<file path="config.mk">
export PLATFORM = sky130hd
export DESIGN_NAME = imm_ext_arbiter
export DESIGN_NICKNAME = d
export VERILOG_FILES = /design/src/rtl/imm_ext_arbiter_pkg.sv /design/src/rtl/imm_ext_arbiter_imm_gen.sv /design/src/rtl/imm_ext_arbiter.sv
export SDC_FILE = /design/constraint.sdc
export NUM_CORES = 1
export LEC_CHECK = 0
export CORE_UTILIZATION = 53
export DETAILED_ROUTE_END_ITERATION = 7
export DONT_BUFFER_PORTS = 1
export HOLD_SLACK_MARGIN = 0.08
export PLACE_DENSITY = 0.68
export SETUP_SLACK_MARGIN = 0.15
export SLEW_MARGIN = 10
export SYNTH_ARGS = -nofsm -noshare
export SYNTH_HDL_FRONTEND = slang
export SYNTH_SLANG_ARGS = --single-unit
</file>
<file path="constraint.sdc">
create_clock -name clk -period 3 [get_ports clk]
set_input_delay 0.45 -clock clk [delete_from_list [all_inputs] [get_ports clk]]
set_output_delay 0.45 -clock clk [all_outputs]
set_load 0.05 [all_outputs]
</file>
<file path="src/rtl/imm_ext_arbiter_pkg.sv">
// Shared definitions for the immediate-extension arbiter: RV32I opcodes that
// carry an immediate, the response format encoding and the output FSM states.
package imm_ext_arbiter_pkg;

    localparam logic [6:0] OP_IMM = 7'b0010011;
    localparam logic [6:0] LOAD   = 7'b0000011;
    localparam logic [6:0] JALR   = 7'b1100111;
    localparam logic [6:0] STORE  = 7'b0100011;
    localparam logic [6:0] BRANCH = 7'b1100011;
    localparam logic [6:0] LUI    = 7'b0110111;
    localparam logic [6:0] AUIPC  = 7'b0010111;
    localparam logic [6:0] JAL    = 7'b1101111;

    // Response format code; FMT_NONE marks an opcode without an immediate.
    typedef enum logic [2:0] {
        FMT_I    = 3'd0,
        FMT_S    = 3'd1,
        FMT_B    = 3'd2,
        FMT_U    = 3'd3,
        FMT_J    = 3'd4,
        FMT_NONE = 3'd7
    } immFmt;

    // Occupancy of the single-entry response register.
    typedef enum logic {
        EMPTY = 1'b0,
        FULL  = 1'b1
    } outState;

endpackage

</file>
<file path="src/rtl/imm_ext_arbiter_imm_gen.sv">
// Purely combinational RV32I immediate decoder: picks the format from the
// opcode, assembles the immediate and sign-extends it from instr[31] to XLEN.
module imm_gen
    import imm_ext_arbiter_pkg::*;
#(
    parameter int XLEN = 32
) (
    input  logic [31:0]     instr,
    output logic [XLEN-1:0] imm,
    output immFmt           fmt,
    output logic            err
);

    // 32-bit immediate, already sign-extended from instr[31] where applicable
    logic [31:0] raw;

    // Opcode decode and per-format bit shuffling
    always_comb begin
        fmt = FMT_NONE;
        err = 1'b1;
        raw = '0;
        case (instr[6:0])
            OP_IMM, LOAD, JALR: begin
                fmt = FMT_I;
                err = 1'b0;
                raw = {{20{instr[31]}}, instr[31:20]};
            end
            STORE: begin
                fmt = FMT_S;
                err = 1'b0;
                raw = {{20{instr[31]}}, instr[31:25], instr[11:7]};
            end
            BRANCH: begin
                fmt = FMT_B;
                err = 1'b0;
                raw = {{19{instr[31]}}, instr[31], instr[7], instr[30:25], instr[11:8], 1'b0};
            end
            LUI, AUIPC: begin
                fmt = FMT_U;
                err = 1'b0;
                raw = {instr[31:12], 12'b0};
            end
            JAL: begin
                fmt = FMT_J;
                err = 1'b0;
                raw = {{11{instr[31]}}, instr[31], instr[19:12], instr[20], instr[30:21], 1'b0};
            end
            default: begin
                fmt = FMT_NONE;
                err = 1'b1;
                raw = '0;
            end
        endcase
    end

    // Widening beyond 32 bits keeps replicating the sign bit
    assign imm = XLEN'($signed(raw));

endmodule

</file>
<file path="src/rtl/imm_ext_arbiter.sv">
// Round-robin arbiter sharing one immediate decoder between decode (req0) and
// branch-target precompute (req1), with a single registered response slot.
module imm_ext_arbiter
    import imm_ext_arbiter_pkg::*;
#(
    parameter int XLEN     = 32,
    parameter int ERRCNT_W = 8
) (
    input  logic                clk,
    input  logic                rst_n,
    input  logic                req0_valid,
    output logic                req0_ready,
    input  logic [31:0]         req0_instr,
    input  logic                req1_valid,
    output logic                req1_ready,
    input  logic [31:0]         req1_instr,
    output logic                rsp_valid,
    input  logic                rsp_ready,
    output logic [XLEN-1:0]     rsp_imm,
    output logic [2:0]          rsp_fmt,
    output logic                rsp_id,
    output logic                rsp_err,
    output logic [ERRCNT_W-1:0] err_count
);

    logic [1:0]          reqValid;
    logic [1:0]          grant;
    logic [1:0]          reqReady;
    logic                canAccept;
    logic                accept;
    logic                grantId;
    logic [31:0]         selInstr;
    logic [XLEN-1:0]     genImm;
    immFmt               genFmt;
    logic                genErr;

    outState             stateReg;
    logic                lastGrantReg;
    logic [XLEN-1:0]     rspImmReg;
    immFmt               rspFmtReg;
    logic                rspIdReg;
    logic                rspErrReg;
    logic [ERRCNT_W-1:0] errCountReg;

    assign reqValid  = {req1_valid, req0_valid};
    assign canAccept = (stateReg == EMPTY) || rsp_ready;

    // A requester wins when alone, or under contention when it was not served last
    generate
        for (genvar gi = 0; gi < 2; gi++) begin : g_grant
            assign grant[gi]    = reqValid[gi] &&
                                  (!reqValid[1-gi] || (lastGrantReg != 1'(gi)));
            assign reqReady[gi] = grant[gi] && canAccept;
        end
    endgenerate

    assign req0_ready = reqReady[0];
    assign req1_ready = reqReady[1];
    assign accept     = |(reqValid & reqReady);
    assign grantId    = grant[1];
    assign selInstr   = grantId ? req1_instr : req0_instr;

    imm_gen #(
        .XLEN (XLEN)
    ) u_imm_gen (
        .instr (selInstr),
        .imm   (genImm),
        .fmt   (genFmt),
        .err   (genErr)
    );

    // Output FSM and response register; a same-cycle pop and accept passes through
    always_ff @(posedge clk) begin
        if (!rst_n) begin
            stateReg     <= EMPTY;
            lastGrantReg <= 1'b1;
            rspImmReg    <= '0;
            rspFmtReg    <= FMT_NONE;
            rspIdReg     <= 1'b0;
            rspErrReg    <= 1'b0;
            errCountReg  <= '0;
        end else begin
            if (accept) begin
                stateReg     <= FULL;
                lastGrantReg <= grantId;
                rspImmReg    <= genImm;
                rspFmtReg    <= genFmt;
                rspIdReg     <= grantId;
                rspErrReg    <= genErr;
                if (genErr && (errCountReg != '1)) begin
                    errCountReg <= errCountReg + ERRCNT_W'(1);
                end
            end else if (rsp_ready) begin
                stateReg <= EMPTY;
            end
        end
    end

    assign rsp_valid = (stateReg == FULL);
    assign rsp_imm   = rspImmReg;
    assign rsp_fmt   = rspFmtReg;
    assign rsp_id    = rspIdReg;
    assign rsp_err   = rspErrReg;
    assign err_count = errCountReg;

endmodule

</file>
==> qor.yml <==
cp.depth: 5
finalPower_mw: 1.32
arrival_ns: 2.56
grt_overflow: 0
cts_buffer_depth: 2
grt_pass1_wl_um: 9670
p_leak_nw: 0.944
p_sw_uw: 431
critical_path_buf_inv_count: 0
hold_buffers: 0
routedWlPerCell_um: 17.9
synth_area_leaders: "dfxtp_1 (37%), mux2i_1 (11%), a21oi_1 (5.1%)"
crit_path_end: "err_count[4]"
synthCells: 299
port_buffers: 0
gp_congestion: 0.845
yosys_register_bits: 47
synth-edff-count: 0
cts.clk_slew.worst_paths_ns: 0.08
critPathTopFamily: "compound AO/OA/AOI/OAI gates"
period_needed_ns: 2.32
slowest_delay_ns: 0.56
worst_slack_ns: 0.682
violations: "design-rule violations"
final_common_cell: "dfxtp_1"
r2r_start: "lastGrantReg"
pwr-share-clk_pct: 27.1
cts_buffers: 5
seq_area_frac_synth_pct: 37.0
antenna_cells: 0
ys_async_sr_fraction_pct: 0
maxSlewHeadroom_pct: 27.5
cap_viol_max_count: 0
path_max_fanout: 17
power.density_nw_per_um2: 494
die_w_um: 71.2
ff2ff_path_depth: 5
area_growth_syn_to_layout_pct: 5.17
synth.avg_cell_area_um2: 8.50
r2r_end: "err_count[4]"
yosysTopAreaCellShare_pct: 37.0
ys_types: 53
crit_type: "flip-flop to flip-flop"
htreeDepth: 2
layout_common_cells: "dfxtp_1 (47), mux2i_1 (29), nor2_1 (26), a21oi_1 (26), nor3_1 (25)"
post_cts_buffers: 0
drc_errors: 7
coreArea_um2: 4470
syn_nets: 369
crit_start: "lastGrantReg"
cts_resized: 0
fin_crit_sh_pct: 77.3
path_cells: "a21bo_2 -> o32ai_4 -> nand4_4 -> or4_1 -> a21oi_1"
dp_hpwl_um: 4640
status: "complete, but fails checks"
fp.dieArea_um2: 5080
first_pass_iters: 7
cell_internal_pwr_uw: 890
cp-start-kind: "flip-flop"
place_ws_ns: 0.556
worstPathRequired_ns: 3.24
ioPinCount: 117
clk_latency_ns: 0.30
grt_max_degree: 24
power_frac_seq_pct: 57.0
worst_pin_slew_ns: 1.09
fin_nets: 367
die_h_um: 71.2
start_util_pct: 56.8
cts_tree: "built"
finalSetupViolCount: 0
synth_top_cell_by_area: "dfxtp_1"
share_comb_of_total_power_pct: 15.9
routed_wl_um: 6220
grt_usage_pct: 24.1
antenna_found_initial: 0
cp-end-kind: "flip-flop"
final_util_pct: 59.7
viasPerCell: 6.65
grt_setup_unrepaired: "no"
tns_ns: 0
first_iter_violations: 123
synth_area_um2: 2540
drive_gt1_share_pct: 8.11
num_vias: 2313
fin_skew_ns: 0.00748
hold_class: "primary input to flip-flop"
ant_nets: 0
clockRootBuffer: "clkbuf_8"
crit_path_top_delay_cell: "o32ai_4"
max_freq_ghz: 0.431
hold_viol_final: 0
maxSlewViolCount: 0
swShare_pct: 32.6
num_rows: 24
r2r_slack_ns: 0.68
vdd_drop_max_v: 0.000339
synthFlopType: "dfxtp_1"
synth_warnings: 0
cts_sinks: 47
grt_pass1_vias: 2003
synthesized netlist by cell type (all sizes together) (2+ instances only):
library cell / n
a21boi: 2
a21oi: 26
a32o: 2
and2: 3
and3b: 2
buf: 6
clkbuf: 10
dfxtp: 47
inv: 3
mux2i: 29
nand2: 24
nand2b: 3
nand3: 12
nand3b: 2
nand4: 2
nand4b: 4
nor2: 26
nor2b: 2
nor3: 25
nor4: 3
nor4b: 2
nor4bb: 2
o2111ai: 2
o21a: 12
o21ai: 12
o221a: 4
o22ai: 4
o31ai: 2
o41ai: 2
or3: 3
or4: 4
through the flow:
stage	hold slack [ns]	cells	cell area (um2)
detailed placement	0.528	342	2600
floorplan	0.505	299	2540
global placement	0.525	342	2600
CTS	0.220	348	2670
finish	0.221	348	2670
global route	0.206	348	2670
kinds of logic after synthesis:
group           count (synthesis)  share of synthesized area [%]
compound gates                 80                           22.0
fa+ha+maj                       1                          0.492
buf+inv                        20                           3.50
flops                          47                           37.0
mux                            29                           11.4
simple gates                  122                           25.6
cell type report:
type                       instances  area, um2
timing repair buffer               7       52.6
sequential                        47        941
clock buffer                       5       68.8
fill                             422       1800
tap                               52       65.1
multi-input combinational        232       1520
inverter                           4       15.0
clock inverter                     1       7.51
how the worst min path moves through the flow:
stage,start,endpoint,cells after the start
3_3_place_gp,rst_n,rsp_fmt[1],1
3_5_place_dp,rst_n,rsp_fmt[0],1
5_1_grt,rst_n,rsp_fmt[0],1
6_report,rst_n,rsp_fmt[0],1
2_1_floorplan,lastGrantReg,lastGrantReg,1
4_1_cts,rst_n,rsp_fmt[0],1
power by group through the flow:
stage	Clock (mW)	Sequential (mW)	Combinational, mW
after detailed placement	0	0.768	0.211
after CTS	0.366	0.753	0.212
final	0.357	0.753	0.210
after global placement	0	0.768	0.209
after global routing	0.393	0.756	0.230
after floorplan	0	0.760	0.177
worst reg2reg max path: stages (launching register included):
cell and delay [ns]:
dfxtp_1 0.37, a21bo_2 0.31, o32ai_4 0.56, nand4_4 0.33, or4_1 0.55, a21oi_1 0.15
layer usage:
| metal | wire length, um | global-route usage [%] | share of wire, % | vias to the layer above |
|---|---|---|---|---|
| li1 | - | - | - | 1123 |
| met2 | 2970 | 39.0 | 48 | 93 |
| met1 | 2620 | 30.5 | 42 | 1092 |
| met4 | 46 | 6.67 | 0.74 | 0 |
| met3 | 582 | 8.30 | 9.4 | 5 |
| met5 | 0 | 0 | 0 | - |
flip-flops by register name (all words and copies together) (netlist names):
| register | count |
|---|---|
| rsp_id | 1 |
| err_count | 8 |
| rsp_imm | 32 |
| rsp_fmt | 3 |
| rsp_valid | 1 |
| lastGrantReg | 1 |
| rsp_err | 1 |
Power figures use the tool's default switching activity.
